--- config.mk ---
export PLATFORM = sky130hd
export DESIGN_NAME = systolic_setup
export DESIGN_NICKNAME = d
export VERILOG_FILES = /design/src/rtl/systolic_setup.sv
export SDC_FILE = /design/constraint.sdc
export NUM_CORES = 1
export LEC_CHECK = 0
export CAP_MARGIN = 20
export CORE_ASPECT_RATIO = 1.1
export CORE_UTILIZATION = 40
export CTS_BUF_LIST = sky130_fd_sc_hd__clkbuf_4
export DETAILED_ROUTE_END_ITERATION = 8
export MAX_ROUTING_LAYER = met4
export PLACE_DENSITY = 0.62
export SYNTH_ARGS = -nofsm -noshare
export SYNTH_HDL_FRONTEND = slang
export SYNTH_SLANG_ARGS = --single-unit
--- constraint.sdc ---
create_clock -name clk_i -period 2.4 [get_ports clk_i]
set_clock_uncertainty 0.1 [all_clocks]
set_input_delay 0.72 -clock clk_i [delete_from_list [all_inputs] [get_ports clk_i]]
set_output_delay 0.72 -clock clk_i [all_outputs]
set_load 0.02 [all_outputs]
--- src/rtl/systolic_setup.sv ---
// ---------------------------------------------------------------------------
// systolic_setup
//
// Input skew stage between a global operand buffer and the edge of the PE
// array. One LANES-wide word is read from the buffer per cycle and is turned
// into a diagonal wavefront: lane r reaches the array r cycles later than
// lane 0. The same block feeds either the A operand (array rows) or the
// B operand (array columns).
//
// Ports
//   clk_i      in   1                 clock, rising edge
//   rst_ni     in   1                 asynchronous active-low reset
//   ensys_i    in   1                 controller read enable (address valid)
//   bubble_i   in   1                 bubble flag, aligned with ensys_i
//   data_en_i  in   LANES             per-lane enable, aligned with ensys_i
//   data_i     in   LANES*DATA_WIDTH  buffer read data, one cycle after ensys_i
//   data_o     out  LANES*DATA_WIDTH  skewed lane data to the PE array edge
//   valid_o    out  LANES             per-lane valid, aligned with data_o
//   busy_o     out  1                 a valid element is still in the skew pipe
// ---------------------------------------------------------------------------
module systolic_setup #(
  parameter int LANES      = 8,
  parameter int DATA_WIDTH = 8
) (
  input  logic                          clk_i,
  input  logic                          rst_ni,
  input  logic                          ensys_i,
  input  logic                          bubble_i,
  input  logic [LANES-1:0]              data_en_i,
  input  logic [LANES*DATA_WIDTH-1:0]   data_i,
  output logic [LANES*DATA_WIDTH-1:0]   data_o,
  output logic [LANES-1:0]              valid_o,
  output logic                          busy_o
);

  // Controls delayed by one cycle so they line up with the buffer read data.
  logic                  ens_r;
  logic                  bub_r;
  logic [LANES-1:0]      den_r;

  // Per-lane element entering the first stage of its skew register.
  logic [LANES-1:0]      v_in_s;
  logic [DATA_WIDTH-1:0] d_in_s [LANES];

  // Per-lane "a valid bit will be in this lane next cycle" term.
  logic [LANES-1:0]      lane_busy_next_s;
  logic                  busy_r;

  // Alignment stage: absorbs the one-cycle read latency of the global buffer.
  always_ff @(posedge clk_i or negedge rst_ni) begin
    if (!rst_ni) begin
      ens_r <= 1'b0;
      bub_r <= 1'b0;
      den_r <= {LANES{1'b0}};
    end else begin
      ens_r <= ensys_i;
      bub_r <= bubble_i;
      den_r <= data_en_i;
    end
  end

  // Lane input selection. A bubble keeps the valid bit (so the wavefront
  // timing is preserved) but forces the element to zero, which adds nothing
  // to the downstream accumulators. Disabled lanes carry neither data nor valid.
  always_comb begin
    v_in_s = {LANES{1'b0}};
    for (int r = 0; r < LANES; r++) begin
      v_in_s[r] = ens_r & den_r[r];
      if (ens_r && den_r[r] && !bub_r) begin
        d_in_s[r] = data_i[r*DATA_WIDTH +: DATA_WIDTH];
      end else begin
        d_in_s[r] = {DATA_WIDTH{1'b0}};
      end
    end
  end

  // One shift register per lane; lane r is r+1 stages deep and its last
  // stage drives the outputs directly, so data_o/valid_o are flop outputs.
  for (genvar r = 0; r < LANES; r++) begin : g_lane
    logic [r:0]            v_sr;
    logic [DATA_WIDTH-1:0] d_sr [r+1];
    logic                  stage_busy_s;

    // Free-running shift: no stall, zeros enter whenever the lane is idle.
    always_ff @(posedge clk_i or negedge rst_ni) begin
      if (!rst_ni) begin
        v_sr <= {(r+1){1'b0}};
        for (int k = 0; k <= r; k++) begin
          d_sr[k] <= {DATA_WIDTH{1'b0}};
        end
      end else begin
        v_sr[0] <= v_in_s[r];
        d_sr[0] <= d_in_s[r];
        for (int k = 1; k <= r; k++) begin
          v_sr[k] <= v_sr[k-1];
          d_sr[k] <= d_sr[k-1];
        end
      end
    end

    // Valid bits that will occupy this lane after the next edge: the new
    // entry plus every stage except the last, which shifts out.
    always_comb begin
      stage_busy_s = v_in_s[r];
      for (int k = 0; k < r; k++) begin
        stage_busy_s = stage_busy_s | v_sr[k];
      end
    end

    assign lane_busy_next_s[r]                   = stage_busy_s;
    assign data_o[r*DATA_WIDTH +: DATA_WIDTH]    = d_sr[r];
    assign valid_o[r]                            = v_sr[r];
  end

  // busy is the OR of the alignment enable and every valid bit in the pipe.
  // It is computed from next-state values so the output comes straight from
  // a flop while keeping the same cycle timing as the combinational OR.
  always_ff @(posedge clk_i or negedge rst_ni) begin
    if (!rst_ni) begin
      busy_r <= 1'b0;
    end else begin
      busy_r <= ensys_i | (|lane_busy_next_s);
    end
  end

  assign busy_o = busy_r;

endmodule

* Word-level counts from Yosys, hierarchy flattened
Cells that the tools add are included.
Storage, ports and cells: register bits 335, input bits 76, output and inout port bits 73, word-level logic and storage cells 111
Operators by class: muxes and demuxes 8, bitwise logic cells 37, reductions and logical operators 18
Operator list (number):
- 8-bit two-way mux | 8
- 1-bit bitwise OR | 29
- 1-bit logical AND | 16
- 1-bit AND | 8
- 8-bit OR reduction | 1
- 1-bit logical NOT | 1

* Depth between registers and ports, before layout
Gate-level depths: netlist (run 1).
depth after elaboration 10, gate-level depth with buffers 4, mapped depth without buffers 3

* Least setup slack after synthesis (run 1)
Ideal clock, no wire load.
path type input -> register, from input port ensys_i, to register busy_r, in the netlist busy_o, arrival time 1.228 ns, required time 2.176 ns, slack 0.948 ns, cell stages on the path 3, cell sequence nor4_1 > nand4_1 > a211o_1
Between the ends: longest elaborated chain between the ends 1
RTL lines:
- from (decl) | RTL line 27 | input logic ensys_i,
- 1-bit bitwise OR | RTL line 122 | busy_r <= ensys_i | (|lane_busy_next_s);
- to (signal assigned) | RTL line 122
- to (decl) | RTL line 47 | logic busy_r;
Every way passes these cells.

* Final worst setup path (run 1)
from register g_lane[3].v_sr[3], to output port valid_o[3]
RTL lines:
- from (decl) | RTL line 80 | logic [r:0] v_sr;
- from (signal assigned) | RTL line 87 | v_sr <= {(r+1){1'b0}};
- from (signal, indexed assignment) | RTL line 95 | v_sr[k] <= v_sr[k-1];
- to (decl) | RTL line 32 | output logic [LANES-1:0] valid_o,
No word-level cell between the ends.

==> out/summary.json, run 1 <==
{
  "chipWidth": {"value": 149, "unit": "µm"},
  "gpl.final_weighted_congestion": {"value": 0.734},
  "netlist.top_cell.by_area": {"value": "dfrtp_1"},
  "clk_transition_reported_paths": {"value": 0.07, "unit": "ns"},
  "ctsRootBufferMaster": {"value": "clkbuf_4"},
  "sequentialPowerShare": {"value": 0.547},
  "placement_rows": {"value": 58},
  "clock_sink_count": {"value": 335},
  "internal_power": {"value": 8.45, "unit": "mW"},
  "fill_cells": {"value": 1930},
  "run_status": {"value": "completed"},
  "ioPinCount": {"value": 149},
  "power_leakage": {"value": 6.46, "unit": "nW"},
  "synthTopCellsByCount": {"value": "dfrtp_1, buf_4, and3_1"},
  "number_of_levels_the_h_tree_was_split_into": {"value": 3},
  "classification_of_the_worst_slack_hold_path": {"value": "flip-flop to flip-flop"},
  "critical_path_buf_inv_count": {"value": 1},
  "synth-async-reset-ratio": {"value": 1.00},
  "dieArea": {"value": 0.0243, "unit": "mm²"},
  "warnings_from_yosys": {"value": 0},
  "yosys.cell_types.count": {"value": 18},
  "worst-setup-path-type": {"value": "flip-flop to primary output"},
  "hold_depth": {"value": 0},
  "syn-instance-count": {"value": 494},
  "cap_viol_max_count": {"value": 0},
  "tritoncts_clock_tree": {"value": "yes"},
  "period_share": {"value": 0.905},
  "wl_per_cell": {"value": 14.0, "unit": "µm"},
  "power_density": {"value": 904, "unit": "mW/mm²"},
  "postLayoutCoreUtil": {"value": 0.515},
  "via_per_inst": {"value": 4.17},
  "detail-route-antenna-nets": {"value": 0},
  "fmax": {"value": 460, "unit": "MHz"},
  "clock_network_latency_to_the_later_pin_of_the_worst_skew_pair": {"value": 0.65, "unit": "ns"},
  "register_bit_total_from_synthesis": {"value": 335},
  "yosys.area.top_type_share": {"value": 0.885},
  "worst-path-max-fanout": {"value": 1},
  "timing.final.crit_period": {"value": 2.17, "unit": "ns"},
  "comb_power_share": {"value": 0.036},
  "worst_setup_path_start_kind": {"value": "flip-flop"},
  "postSynthNetCount": {"value": 570},
  "grt_overflow": {"value": 0},
  "drv_slew": {"value": 0},
  "initial_core_util": {"value": 0.410},
  "detailedRoute.firstPassIterationCount": {"value": 4},
  "syn_avg_cell_area": {"value": 19.2, "unit": "µm²"},
  "switching_power": {"value": 2.30, "unit": "mW"},
  "worst_pin_slew": {"value": 0.447, "unit": "ns"},
  "placement.io_buffers": {"value": 148},
  "worst_slew_margin_rel": {"value": 0.702},
  "areaGrowthSynthToFinish": {"value": 25.6, "unit": "%"},
  "critical_path.top_delay_family": {"value": "flip-flops"},
  "fraction_of_final_layout_cells_sized_beyond_drive_strength_1": {"value": 0.199},
  "ys_seq_area_frac": {"value": 0.885},
  "globalRouteTotalUtil": {"value": 0.131},
  "pin_count_of_the_biggest_net_entering_global_routing": {"value": 76},
  "drtIter0Drc": {"value": 123},
  "drt_wl_total": {"value": 14300, "unit": "µm"},
  "antenna_found_initial": {"value": 1},
  "rsz_0062_raised_after_global_routing": {"value": "false"},
  "setup_violations": {"value": 0},
  "fin_nets": {"value": 738},
  "crit_arrival": {"value": 1.35, "unit": "ns"},
  "via_count": {"value": 4252},
  "placeableCoreArea": {"value": 0.0231, "unit": "mm²"},
  "cp.required": {"value": 1.58, "unit": "ns"},
  "final.hold.worst_slack": {"value": 0.219, "unit": "ns"},
  "yosysMostFrequentCell": {"value": "dfrtp_1"},
  "grt_pass1_vias": {"value": 4739},
  "clock_power_share": {"value": 0.417},
  "grt_pass1_wl": {"value": 23200, "unit": "µm"},
  "switching_power_as_a_share_of_total_power": {"value": 0.214},
  "synth_enable_flop_cells": {"value": 0},
  "cts_max_path_buffers": {"value": 3},
  "critical_path_cell_count": {"value": 1},
  "slowest_cp_cell": {"value": "dfrtp_1"},
  "max_stage_delay": {"value": 0.37, "unit": "ns"},
  "die_height": {"value": 163, "unit": "µm"},
  "synth_area_leaders": {"value": "dfrtp_1, buf_4, and3_1"},
  "synthesis.area": {"value": 0.00947, "unit": "mm²"},
  "finalSetupTns": {"value": 0, "unit": "ns"},
  "drc_errors": {"value": 0},
  "clock_buffer_count_from_cts": {"value": 79},
  "place_hpwl": {"value": 9080, "unit": "µm"},
  "timing_hold_violations_final": {"value": 0},
  "critical_path.cell_chain": {"value": "dlygate4sd2_1"},
  "timing.reg2reg.worst_path_depth": {"value": 3},
  "synth_ff_type": {"value": "dfrtp_1"},
  "critPathCaptureType": {"value": "primary output"},
  "power.ir.vdd_worst": {"value": 463, "unit": "µV"}
}
path summary, 6_finish.rpt:
check	start	end	slack (ns)
setup / recovery	g_lane[3].v_sr[3]	valid_o[3]	0.23
hold / removal	g_lane[7].d_sr[43]	g_lane[7].d_sr[35]	0.22
setup reg to reg	ens_r	g_lane[4].d_sr[38]	0.84
hold reg to reg	g_lane[7].d_sr[43]	g_lane[7].d_sr[35]	0.22
max in group asynchronous	rst_ni	g_lane[3].d_sr[14]	0.95
min in group asynchronous	rst_ni	g_lane[5].d_sr[15]	0.49
registers in the layout (all words and copies together), names as in the netlist:
register     count
g_lane.v_sr     36
data_o          56
bub_r            1
busy_o           1
ens_r            1
g_lane.d_sr    232
den_r            8
power by group through the flow:
stage | clock [mW] | sequential, mW | combinational, mW
floorplan | 0 | 5.96 | 0.133
global placement | 0 | 5.98 | 0.414
detailed placement | 0 | 5.99 | 0.426
CTS | 4.69 | 5.88 | 0.404
global route | 4.99 | 5.89 | 0.432
finish | 4.48 | 5.88 | 0.390
area by class of cell:
| type | instances | area (µm²) | area share |
|---|---|---|---|
| timing repair buffer | 158 | 1520 | 0.128 |
| tap | 300 | 375 | 0.0316 |
| clock inverter | 26 | 198 | 0.0166 |
| clock buffer | 110 | 826 | 0.0695 |
| multi-input combinational | 88 | 576 | 0.0484 |
| sequential | 335 | 8380 | 0.705 |
| antenna | 3 | 7.51 | 0.000632 |
cell usage in the layout, fill, tap and decap left out:
| cell | n |
|---|---|
| bufinv_16 | 3 |
| a211oi_1 | 1 |
| buf_8 | 1 |
| clkinv_2 | 3 |
| clkdlybuf4s50_1 | 74 |
| and3_2 | 8 |
| and2_2 | 1 |
| nand4_1 | 2 |
| clkbuf_4 | 110 |
| nor3_1 | 2 |
| buf_4 | 5 |
| a211o_1 | 1 |
| clkinv_1 | 14 |
| buf_12 | 4 |
| dlygate4sd2_1 | 73 |
| and2b_1 | 1 |
| nand2_1 | 1 |
| diode_2 | 3 |
| inv_6 | 1 |
| clkinvlp_4 | 2 |
| dlygate4sd3_1 | 1 |
| and2_1 | 15 |
| clkinv_4 | 1 |
| nor2b_4 | 1 |
| nor4_2 | 1 |
| nor4_1 | 6 |
| and3_1 | 48 |
| dfrtp_1 | 335 |
| inv_2 | 2 |
per-layer routing:
layer  global-route usage  wire length (µm)  vias to the layer above
met4               0.0717               291                        0
li1                     -                 -                     1925
met1                0.140              5370                     2152
met5                    -                 0                        -
met2                0.203              7390                      155
met3               0.0559              1210                       20
timing repair:
action / 4_1_cts / 5_1_grt
hold buffers: 1 / 0
hold endpoints to repair: 49 / 0
endpoints found under the setup margin: 73 / 0
gates resized for setup: 73 / 0
setup buffers: 0 / 0
through the flow:
step | cell area, µm² | instances | setup WS [ns] | power [mW]
2_1_floorplan | 9470 | 494 | 0.948 | 6.09
3_3_place_gp | 10900 | 880 | 0.452 | 6.39
3_5_place_dp | 10900 | 880 | 0.449 | 6.41
4_1_cts | 11900 | 1017 | 0.135 | 11.0
5_1_grt | 11900 | 1020 | 0.120 | 11.3
6_report | 11900 | 1020 | 0.227 | 10.7
kinds of logic after synthesis:
group	Yosys count	synth area share
buf+inv	71	0.0546
flops	335	0.885
compound gates	2	0.00172
simple gates	86	0.0583
No activity file was read; power rests on OpenSTA's default activity.
==> run 2, diff against run 1 <==
--- a/config.mk
+++ b/config.mk
@@ -6,12 +6,13 @@
 export NUM_CORES = 1
 export LEC_CHECK = 0
 export CAP_MARGIN = 20
-export CORE_ASPECT_RATIO = 1.1
-export CORE_UTILIZATION = 40
+export CORE_ASPECT_RATIO = 2
+export CORE_MARGIN = 2
+export CORE_UTILIZATION = 33
 export CTS_BUF_LIST = sky130_fd_sc_hd__clkbuf_4
 export DETAILED_ROUTE_END_ITERATION = 8
 export MAX_ROUTING_LAYER = met4
-export PLACE_DENSITY = 0.62
+export PLACE_DENSITY = 0.53
 export SYNTH_ARGS = -nofsm -noshare
 export SYNTH_HDL_FRONTEND = slang
 export SYNTH_SLANG_ARGS = --single-unit
==> out/summary.json, run 2 (synthesis gave the netlist of run 1 again) <==
{
  "detailedRoute.firstPassIterationCount": {"value": 4},
  "timing.final.crit_period": {"value": 2.26, "unit": "ns"},
  "placement.io_buffers": {"value": 148},
  "worst-r2r-setup-slack": {"value": 0.92, "unit": "ns"},
  "cts_max_path_buffers": {"value": 3},
  "timing_hold_violations_final": {"value": 0},
  "worst-setup-path-type": {"value": "flip-flop to primary output"},
  "globalRouteTotalUtil": {"value": 0.116},
  "ioPinCount": {"value": 149},
  "critical_path_buf_inv_count": {"value": 1},
  "cp.required": {"value": 1.58, "unit": "ns"},
  "fin_nets": {"value": 736},
  "crit-reg2reg-capture": {"value": "g_lane[1].d_sr[10]"},
  "cts_setup_buffers": {"value": 0},
  "grt_pass1_wl": {"value": 25000, "unit": "µm"},
  "critical_path.cell_chain": {"value": "dlygate4sd2_1"},
  "registers.top_by_ff_count": {"value": "g_lane.d_sr"},
  "hold_depth": {"value": 0},
  "critical_path_cell_count": {"value": 1},
  "classification_of_the_worst_slack_hold_path": {"value": "flip-flop to flip-flop"},
  "power.ir.vdd_worst": {"value": 433, "unit": "µV"},
  "placement_rows": {"value": 87},
  "r2r_start": {"value": "bub_r"},
  "worst-path-max-fanout": {"value": 1},
  "run_status": {"value": "completed"},
  "clk_transition_reported_paths": {"value": 0.06, "unit": "ns"},
  "grt_pass1_vias": {"value": 4998},
  "pin_count_of_the_biggest_net_entering_global_routing": {"value": 71},
  "timing.hold.worst_endpoint": {"value": "g_lane[6].d_sr[33]"},
  "via_count": {"value": 4303},
  "gpl.final_weighted_congestion": {"value": 0.750},
  "clock_buffer_count_from_cts": {"value": 74},
  "period_share": {"value": 0.941},
  "worst_slew_margin_rel": {"value": 0.608},
  "max_reg_flops": {"value": 232},
  "drt_wl_total": {"value": 15400, "unit": "µm"},
  "power_leakage": {"value": 6.43, "unit": "nW"},
  "tritoncts_clock_tree": {"value": "yes"},
  "rsz_0062_raised_after_global_routing": {"value": "false"},
  "placeableCoreArea": {"value": 0.0282, "unit": "mm²"},
  "detail-route-antenna-nets": {"value": 0},
  "power_density": {"value": 879, "unit": "mW/mm²"},
  "final_cell_mix": {"value": "dfrtp_1, clkbuf_4, clkdlybuf4s50_1"},
  "worst_setup_path_start_kind": {"value": "flip-flop"},
  "critical_path.top_delay_family": {"value": "flip-flops"},
  "timing.reg2reg.worst_path_depth": {"value": 3},
  "number_of_levels_the_h_tree_was_split_into": {"value": 3},
  "initial_core_util": {"value": 0.336},
  "drc_errors": {"value": 0},
  "antenna_found_initial": {"value": 3},
  "ctsRootBufferMaster": {"value": "clkbuf_4"},
  "die_height": {"value": 244, "unit": "µm"},
  "areaGrowthSynthToFinish": {"value": 25.8, "unit": "%"},
  "setup_violations": {"value": 0},
  "drtIter0Drc": {"value": 115},
  "via_per_inst": {"value": 4.03},
  "drv_slew": {"value": 0},
  "mostFrequentLayoutCell": {"value": "dfrtp_1"},
  "finalSetupTns": {"value": 0, "unit": "ns"},
  "slowest_cp_cell": {"value": "dfrtp_1"},
  "clock_sink_count": {"value": 335},
  "crit_arrival": {"value": 1.44, "unit": "ns"},
  "fmax": {"value": 443, "unit": "MHz"},
  "chipWidth": {"value": 124, "unit": "µm"},
  "worst_hold_startpoint": {"value": "g_lane[6].d_sr[41]"},
  "wl_per_cell": {"value": 14.4, "unit": "µm"},
  "critPathCaptureType": {"value": "primary output"},
  "dieArea": {"value": 0.0301, "unit": "mm²"},
  "grt_overflow": {"value": 0},
  "max_stage_delay": {"value": 0.41, "unit": "ns"},
  "place_hpwl": {"value": 10200, "unit": "µm"},
  "worst_pin_slew": {"value": 0.588, "unit": "ns"},
  "stdcell_count": {"value": 1069},
  "place.detailed.instances": {"value": 939},
  "clock_network_latency_to_the_later_pin_of_the_worst_skew_pair": {"value": 0.70, "unit": "ns"},
  "cap_viol_max_count": {"value": 0},
  "fraction_of_final_layout_cells_sized_beyond_drive_strength_1": {"value": 0.195}
}
-- run 2: layout make-up --
type,instances,area (µm²)
fill,2543,16300
sequential,335,8380
multi-input combinational,88,576
clock inverter,20,140
clock buffer,105,788
tap,356,445
timing repair buffer,161,1570
antenna,4,10.0
-- run 2: worst max-delay path by stage --
stage,start,end
3_5_place_dp,ensys_i,busy_o
5_1_grt,g_lane[4].v_sr[4],valid_o[4]
3_3_place_gp,ensys_i,busy_o
6_report,g_lane[4].v_sr[4],valid_o[4]
4_1_cts,g_lane[4].v_sr[4],valid_o[4]
2_1_floorplan,ensys_i,busy_o
-- run 2: what timing repair did --
item	in CTS	in global routing
resized for setup	73	0
setup endpoints to repair	73	0
hold endpoints to repair	60	0
hold buffers	1	0
-- run 2: per-stage QoR --
stage               cell area, µm²   util  power (mW)  setup slack, ns  hold WS [ns]
finish                       11900  0.423        10.5            0.141         0.235
global route                 11900  0.423        11.1           0.0614         0.227
CTS                          11900  0.422        10.7           0.0385         0.218
detailed placement           11100  0.392        6.43            0.384         0.235
global placement             11100  0.392        6.40            0.428         0.231
floorplan                     9470      -        6.09            0.948         0.231
-- run 2: report_power, final --
group,internal [mW],switching (mW),total (mW)
combinational,0.191,0.212,0.403
sequential,5.81,0.0674,5.87
clock,2.23,1.96,4.20
total,8.23,2.24,10.5
-- run 2: metal layers --
metal  up-vias  routed length, µm  global-route usage
met4         0                913              0.0892
met1      2192               5110               0.109
li1       1913                  -                   -
met3        48                864              0.0365
met5         -                  0                   -
met2       150               8540               0.191
==> run 3, diff against run 2 <==
--- a/config.mk
+++ b/config.mk
@@ -8,11 +8,12 @@
 export CAP_MARGIN = 20
 export CORE_ASPECT_RATIO = 2
 export CORE_MARGIN = 2
-export CORE_UTILIZATION = 33
-export CTS_BUF_LIST = sky130_fd_sc_hd__clkbuf_4
+export CORE_UTILIZATION = 46
+export CTS_BUF_LIST = sky130_fd_sc_hd__clkbuf_4 sky130_fd_sc_hd__clkbuf_8 sky130_fd_sc_hd__clkbuf_16
 export DETAILED_ROUTE_END_ITERATION = 8
 export MAX_ROUTING_LAYER = met4
-export PLACE_DENSITY = 0.53
+export PLACE_DENSITY = 0.7
+export SLEW_MARGIN = 0
 export SYNTH_ARGS = -nofsm -noshare
 export SYNTH_HDL_FRONTEND = slang
 export SYNTH_SLANG_ARGS = --single-unit
==> out/summary.json, run 3 (synthesis gave the netlist of run 1 again) <==
{
  "clock_sink_count": {"value": 335},
  "comb_power_share": {"value": 0.039},
  "gpl.final_weighted_congestion": {"value": 0.737},
  "cp.required": {"value": 1.58, "unit": "ns"},
  "drt_wl_total": {"value": 14500, "unit": "µm"},
  "wl_per_cell": {"value": 16.2, "unit": "µm"},
  "switching_power": {"value": 2.12, "unit": "mW"},
  "cap_viol_max_count": {"value": 0},
  "max_reg_flops": {"value": 232},
  "fraction_of_final_layout_cells_sized_beyond_drive_strength_1": {"value": 0.105},
  "clk_transition_reported_paths": {"value": 0.07, "unit": "ns"},
  "cts_setup_buffers": {"value": 0},
  "placement.io_buffers": {"value": 148},
  "tritoncts_clock_tree": {"value": "yes"},
  "worst-path-max-fanout": {"value": 1},
  "cts_max_path_buffers": {"value": 3},
  "timing.final.crit_period": {"value": 2.34, "unit": "ns"},
  "worst_pin_slew": {"value": 0.553, "unit": "ns"},
  "grt_pass1_vias": {"value": 4473},
  "registers.top_by_ff_count": {"value": "g_lane.d_sr"},
  "power_leakage": {"value": 6.00, "unit": "nW"},
  "place.detailed.instances": {"value": 845},
  "dieArea": {"value": 0.0218, "unit": "mm²"},
  "clock_buffer_count_from_cts": {"value": 26},
  "worst-setup-path-type": {"value": "flip-flop to primary output"},
  "via_count": {"value": 3913},
  "max_stage_delay": {"value": 0.61, "unit": "ns"},
  "worst_slew_margin_rel": {"value": 0.630},
  "fmax": {"value": 428, "unit": "MHz"},
  "setup_violations": {"value": 0},
  "critical_path.top_delay_family": {"value": "buffers and inverters"},
  "power_density": {"value": 901, "unit": "mW/mm²"},
  "cts.repair.resized": {"value": 0},
  "placeableCoreArea": {"value": 0.0203, "unit": "mm²"},
  "clock_network_latency_to_the_later_pin_of_the_worst_skew_pair": {"value": 0.53, "unit": "ns"},
  "period_share": {"value": 0.974},
  "classification_of_the_worst_slack_hold_path": {"value": "flip-flop to flip-flop"},
  "sequentialPowerShare": {"value": 0.553},
  "fin_nets": {"value": 684},
  "globalRouteTotalUtil": {"value": 0.144},
  "place_hpwl": {"value": 9580, "unit": "µm"},
  "critPathCaptureType": {"value": "primary output"},
  "drtIter0Drc": {"value": 144},
  "crit_arrival": {"value": 1.52, "unit": "ns"},
  "grt_pass1_wl": {"value": 23500, "unit": "µm"},
  "drc_errors": {"value": 0},
  "run_status": {"value": "completed"},
  "detailedRoute.firstPassIterationCount": {"value": 4},
  "internal_power": {"value": 8.51, "unit": "mW"},
  "finalSetupTns": {"value": 0, "unit": "ns"},
  "drv_slew": {"value": 0},
  "critical_path_buf_inv_count": {"value": 1},
  "detail-route-antenna-nets": {"value": 0},
  "antenna_found_initial": {"value": 2},
  "final_cell_mix": {"value": "dfrtp_1, clkdlybuf4s50_1, and3_1"},
  "worst_setup_path_start_kind": {"value": "flip-flop"},
  "number_of_levels_the_h_tree_was_split_into": {"value": 1},
  "slowest_cp_cell": {"value": "clkdlybuf4s50_1"},
  "stdcell_count": {"value": 894},
  "ctsHoldBuffers": {"value": 1},
  "clock_power_share": {"value": 0.408},
  "critical_path.cell_chain": {"value": "clkdlybuf4s50_1"},
  "timing_hold_violations_final": {"value": 0},
  "areaGrowthSynthToFinish": {"value": 24.7, "unit": "%"},
  "rsz_0062_raised_after_global_routing": {"value": "false"},
  "die_height": {"value": 207, "unit": "µm"},
  "pin_count_of_the_biggest_net_entering_global_routing": {"value": 65},
  "ctsRootBufferMaster": {"value": "clkbuf_16"},
  "switching_power_as_a_share_of_total_power": {"value": 0.200},
  "power.ir.vdd_worst": {"value": 592, "unit": "µV"},
  "via_per_inst": {"value": 4.38},
  "chipWidth": {"value": 105, "unit": "µm"},
  "mostFrequentLayoutCell": {"value": "dfrtp_1"},
  "initial_core_util": {"value": 0.467},
  "grt_overflow": {"value": 0},
  "ioPinCount": {"value": 149},
  "placement_rows": {"value": 74}
}
[run 3: power by group through the flow]
stage / clock network, mW / registers, mW / logic [mW]
floorplan: 0 / 5.96 / 0.133
global placement: 0 / 5.97 / 0.409
detailed placement: 0 / 5.99 / 0.425
CTS: 4.49 / 5.88 / 0.428
global route: 4.70 / 5.89 / 0.461
finish: 4.34 / 5.88 / 0.417
[run 3: worst paths after layout]
kind	startpoint	endpoint	slack, ns	depth (start not counted)
worst max-delay path	g_lane[2].v_sr[2]	valid_o[2]	0.06	1
worst min-delay path	g_lane[4].d_sr[26]	g_lane[4].d_sr[18]	0.24	0
worst max register to register	ens_r	g_lane[7].d_sr[61]	0.59	3
worst min register to register	g_lane[4].d_sr[26]	g_lane[4].d_sr[18]	0.24	0
max in group asynchronous	rst_ni	data_o[11]	0.96	3
min in group asynchronous	rst_ni	data_o[63]	0.60	2
[run 3: cell type report]
type	instances	area, µm²
fillers	1481	8470
clock inverters	12	155
flip-flops and latches	335	8380
multi-input cells	88	576
repair buffers	157	1620
well taps	266	333
diodes	2	5.00
clock buffers	34	736
[run 3: layer usage]
metal | wire length [µm] | GRT usage
met1 | 5190 | 0.163
met2 | 7980 | 0.241
met3 | 649 | 0.0235
met4 | 661 | 0.0852
met5 | 0 | -
[run 3: through the flow]
step	area, µm²	total power [mW]	hold WS (ns)	utilization	setup WS, ns
after global routing	11800	11.1	0.247	0.582	0.0254
after global placement	10900	6.38	0.231	0.538	0.434
final	11800	10.6	0.243	0.582	0.0633
after CTS	11800	10.8	0.242	0.582	0.0377
after detailed placement	10900	6.41	0.235	0.538	0.412
after floorplan	9470	6.09	0.231	-	0.948
